===== config.mk =====
export PLATFORM = sky130hd
export DESIGN_NAME = stopwatch_ctrl
export DESIGN_NICKNAME = d
export VERILOG_FILES = /design/src/rtl/stopwatch_ctrl.sv
export SDC_FILE = /design/constraint.sdc
export NUM_CORES = 1
export LEC_CHECK = 0
export ABC_AREA = 1
export CAP_MARGIN = 20
export CORE_MARGIN = 3
export CORE_UTILIZATION = 45
export CTS_CLUSTER_SIZE = 30
export DETAILED_ROUTE_END_ITERATION = 16
export GPL_ROUTABILITY_DRIVEN = 1
export PLACE_DENSITY = 0.74
export SYNTH_ARGS = -nofsm -noshare
export SYNTH_HDL_FRONTEND = slang
export SYNTH_SLANG_ARGS = --single-unit

===== constraint.sdc =====
create_clock -name clk -period 2 [get_ports clk]
set_input_delay 0.5 -clock clk [delete_from_list [all_inputs] [get_ports clk]]
set_output_delay 0.5 -clock clk [all_outputs]
set_load 0.02 [all_outputs]

===== src/rtl/stopwatch_ctrl.sv =====
// Stopwatch controller: prescaled centisecond counter with start/stop, clear, test load and lap hold.
// Lap feature (LAP state, snapshot register) is compiled in only when STOPWATCH_LAP_EN is defined.
module stopwatch_ctrl #(
    parameter int unsigned TICK_DIV  = 1000000,
    parameter logic [31:0] MAX_COUNT = 32'd599999
) (
    input  logic        clk,
    input  logic        resetn,
    input  logic        btn_start_stop,
    input  logic        btn_lap,
    input  logic        btn_clear,
    input  logic [31:0] test_value,
    input  logic        apply_test_value,
    output logic [31:0] count_value,
    output logic [31:0] display_value,
    output logic [1:0]  state,
    output logic        running,
    output logic        lap_active,
    output logic        wrap_pulse
);

    localparam int PRESC_W = $clog2(TICK_DIV);
    localparam logic [PRESC_W-1:0] PRESC_LAST = PRESC_W'(TICK_DIV - 1);

`ifdef STOPWATCH_LAP_EN
    localparam logic LAP_EN = 1'b1;
`else
    localparam logic LAP_EN = 1'b0;
`endif

    typedef enum logic [1:0] {
        ST_IDLE  = 2'd0,
        ST_RUN   = 2'd1,
        ST_PAUSE = 2'd2,
        ST_LAP   = 2'd3
    } state_t;

    state_t               state_q;
    logic [31:0]          count_q;
    logic [PRESC_W-1:0]   presc_q;
    logic                 wrap_q;
`ifdef STOPWATCH_LAP_EN
    logic [31:0]          lap_q;
`endif

    logic        active;
    logic        tick;
    logic        lap_ev;
    logic [31:0] load_val;

    assign active   = (state_q == ST_RUN) || (state_q == ST_LAP);
    assign tick     = active && (presc_q == PRESC_LAST);
    // With the lap feature disabled this is constant 0, so LAP can never be entered.
    assign lap_ev   = btn_lap & LAP_EN;
    assign load_val = (test_value > MAX_COUNT) ? MAX_COUNT : test_value;

    always_ff @(posedge clk) begin
        if (!resetn) begin
            state_q <= ST_IDLE;
            count_q <= '0;
            presc_q <= '0;
            wrap_q  <= 1'b0;
`ifdef STOPWATCH_LAP_EN
            lap_q   <= '0;
`endif
        end else begin
            wrap_q <= 1'b0;
            if (btn_clear) begin
                state_q <= ST_IDLE;
                count_q <= '0;
                presc_q <= '0;
`ifdef STOPWATCH_LAP_EN
                lap_q   <= '0;
`endif
            end else if (apply_test_value) begin
                count_q <= load_val;
                presc_q <= '0;
                if (state_q == ST_LAP) begin
                    state_q <= ST_RUN;
                end
            end else begin
                // Prescaler runs on the current state, so the cycle that pauses still advances it.
                if (active) begin
                    if (tick) begin
                        presc_q <= '0;
                        if (count_q == MAX_COUNT) begin
                            count_q <= '0;
                            wrap_q  <= 1'b1;
                        end else begin
                            count_q <= count_q + 32'd1;
                        end
                    end else begin
                        presc_q <= presc_q + 1'b1;
                    end
                end
                case (state_q)
                    ST_IDLE: begin
                        if (btn_start_stop) state_q <= ST_RUN;
                    end
                    ST_RUN: begin
                        if (btn_start_stop) begin
                            state_q <= ST_PAUSE;
                        end else if (lap_ev) begin
                            state_q <= ST_LAP;
`ifdef STOPWATCH_LAP_EN
                            lap_q   <= count_q;
`endif
                        end
                    end
                    ST_LAP: begin
                        if (btn_start_stop) begin
                            state_q <= ST_PAUSE;
                        end else if (lap_ev) begin
                            state_q <= ST_RUN;
                        end
                    end
                    ST_PAUSE: begin
                        if (btn_start_stop) state_q <= ST_RUN;
                    end
                    default: state_q <= ST_IDLE;
                endcase
            end
        end
    end

    assign count_value = count_q;
    assign state       = state_q;
    assign running     = active;
    assign wrap_pulse  = wrap_q;
`ifdef STOPWATCH_LAP_EN
    assign lap_active    = (state_q == ST_LAP);
    assign display_value = (state_q == ST_LAP) ? lap_q : count_q;
`else
    assign lap_active    = 1'b0;
    assign display_value = count_q;
`endif

endmodule


==> results.md <==
* Post-Layout Inst Area at approximately 5500 um2
* DRC viols at 0
* Num Clock Sinks at 55
* Starting Density at about 47%
* ANT cells at 0
* Number of synthesized flops with an enable pin at 0
* Post-Syn Nets at approximately 760
* Clock transition at path regs at roughly 0.11 ns
* Row cnt at 34
* Slew HR at around two thirds
* Max rail drop VDD at between 0.0002 and 0.0003 V
* CTS root buf: clkbuf_8
* CP Max Fanout at 7
* CTS Buf Count at 5
* Skew-Pair Late Insertion Delay at 0.32 ns
* Pwr Total at about 2400 uW
* Cells after Synth at 718
* Maximum clock insertion buffer count at 2
* Initial antenna violation count at 0
* Post-DRT Antenna Nets at 0
* Setup CP Type: reg2out
* TritonCTS clock tree: done
* CP Launch Type: flop
* FMAX at approximately 510 MHz
* Netlist cell types at 36
* Worst-margin pin slew at between 0.5 and 0.6 ns
* Minimum clock period at 1.96 ns
* Die Footprint at around 11,000 um2
* Most used DFF post-synth: dfxtp_1
* Final Slew Violations at 0
* Leak Pwr at about 0.0024 uW
* Postcts setup bufs at 0
* DRT Pass-1 Iters at 5
* Worst setup EP type: primary output
* PwrDens at approximately 440 nW/um2
* Slowest-stage cell, CP: clkdlybuf4s50_1
* Synth async-reset ratio at 0%
* DP Area at 5330 um2
* Die Y at a little over 100 um
* Vias in the first global route at roughly 4,300
* Critical path required time at approximately 1.5 ns
* Die Wd at about 100 um
* Synthesis Warnings at 0
* Wire length per cell at 14.2 um
* Seq. cell area at 1120 um2
* Syn Std Cell Area at ~4200 um2
* Seq/Total Area, Yosys at a little over a quarter
* Worst-path cell chain: clkdlybuf4s50_1
* Via-per-instance ratio at between 5 and 6
* Io pins at about 110
* Worst hold path type: reg2reg
* Setup violators final at 0
* Status: completed
* Fill count at approximately 870
* Share of cells above drive strength 1 at 10.2%
* GRT Util Overall at approximately a quarter
* FF+latch count, synth at 55
* Crit-path leading delay family: buffers and inverters
* CTS H-tree depth at 2
* Max incr delay on CP at ~0.66 ns
* Nets at 855
* WP buf/inv at 1
* Multi-input logic area at 2430 um2
* Period utilisation layout at 97.9%
* Global-route wire length before repair at between 20,000 and 25,000 um
* Fin. Hold Viols at 0
* Via Count at approximately 4,800
* Gp weighted congestion at approximately 0.97
* Avg Inst Size Synth at 5.86 um2
* Placeable Area at about 8900 um2
* Starting DRT DRC Count at about 280
* Max-Cap Viols at 0
* Final hold slack at between 0.4 and 0.5 ns
* Synth-to-Final Area Change at 30.6%
* Pin count of the biggest net entering global routing at 23
* Dpl hpwl at 10,500 um
* Setup TNS at 0 ns
* Arr. time, crit path at 1.46 ns
* Final wirelength at between 10,000 and 15,000 um
* GRT overflow at 0
* Port Buf Inserts at 104
* Final Skew at about 0.0066 ns
-- where the power goes --
group / switching, uW / internal, uW / total [uW] / leakage, uW
clock: 401 / 374 / 775 / 0.0000581
sequential: 46.3 / 1120 / 1170 / 0.000452
combinational: 234 / 220 / 454 / 0.00192
-- Yosys cell counts, types with 3 or more instances --
cell	number	area share, %
nand3b_1	12	2.1
nor2_1	111	9.9
buf_2	6	0.71
buf_4	34	6.1
nor3_1	8	0.95
inv_1	92	8.2
o21ai_0	33	3.9
inv_2	3	0.27
nand3_1	75	8.9
clkbuf_1	7	0.62
nand2_1	184	16
nand3_2	3	0.71
nand4_1	21	3.1
nor3_2	3	0.71
a21oi_1	29	3.4
xor2_1	10	2.1
nor2_2	8	1.2
dfxtp_1	55	26
-- layer usage --
| metal | global-route usage [%] | vias to the layer above | wire length, um |
|---|---|---|---|
| li1 | - | 2444 | - |
| met1 | 34.5 | 2157 | 5930 |
| met2 | 40.8 | 183 | 6050 |
| met3 | 3.52 | 15 | 944 |
| met4 | 5.05 | 0 | 207 |
| met5 | 0 | - | 0 |
-- path summary, 6_finish.rpt --
path	depth (start not counted)	start	slack [ns]	to
min	2	state[1]	0.49	state[1]
max reg2reg	11	count_value[5]	0.12	count_value[6]
max	1	count_value[17]	0.04	display_value[17]
min reg2reg	2	state[1]	0.49	state[1]
-- worst reg2reg max path: cells and delay by family, from the launching register on --
family / cells / cell delay (ns)
flops: 1 / 0.40
buf+inv: 2 / 0.13
simple gates: 9 / 1.25
-- cell usage in the layout, fill, tap and decap left out, drive strengths merged, types with 2 or more instances in the layout --
cell	count
dlygate4sd2	2
dfxtp	55
a21o	2
o21ai	33
clkdlybuf4s50	90
nor4	2
clkbuf	5
nor3	11
nor2	120
inv	95
a21oi	29
nand3b	12
nand2	187
clkinv	4
buf	36
ha	2
dlymetal6s2s	12
xor2	10
nor3b	2
nand3	78
nand4	21
a211oi	2
-- layout make-up --
type / count / area share, %
clock buffer: 5 / 1.25
timing repair buffer: 140 / 24.4
multi-input combinational: 516 / 44.2
clock inverter: 3 / 0.797
tap: 108 / 2.46
inverter: 97 / 6.62
sequential: 55 / 20.3
-- per-stage QoR --
stage	worst slack (ns)	util (%)	cells
after floorplan	0.227	-	718
after global placement	-0.0872	59.9	916
after detailed placement	-0.132	59.9	916
after CTS	0.00129	61.2	924
after global routing	-0.00369	61.8	924
final	0.0416	61.8	924
-- what timing repair did --
| action | in CTS | in global routing |
|---|---|---|
| hold buffers | 0 | 0 |
| gates resized for setup | 7 | 24 |
| setup endpoints to repair | 12 | 42 |
-- flip-flops by register name, summed over array words and instances (netlist names) --
signal and cells:
presc_q 20, state 2, wrap_pulse 1, count_value 32
-- cell families after synthesis --
kind of cell,after synthesis,synth area share [%]
XOR/XNOR,11,2.29
AO/OA/AOI/OAI,69,8.56
other,1,0.0891
adder cells (fa/ha/maj),2,0.594
flip-flops,55,26.2
AND/OR/NAND/NOR,433,45.8
buffers and inverters,147,16.5
Power figures use the tool's default switching activity.
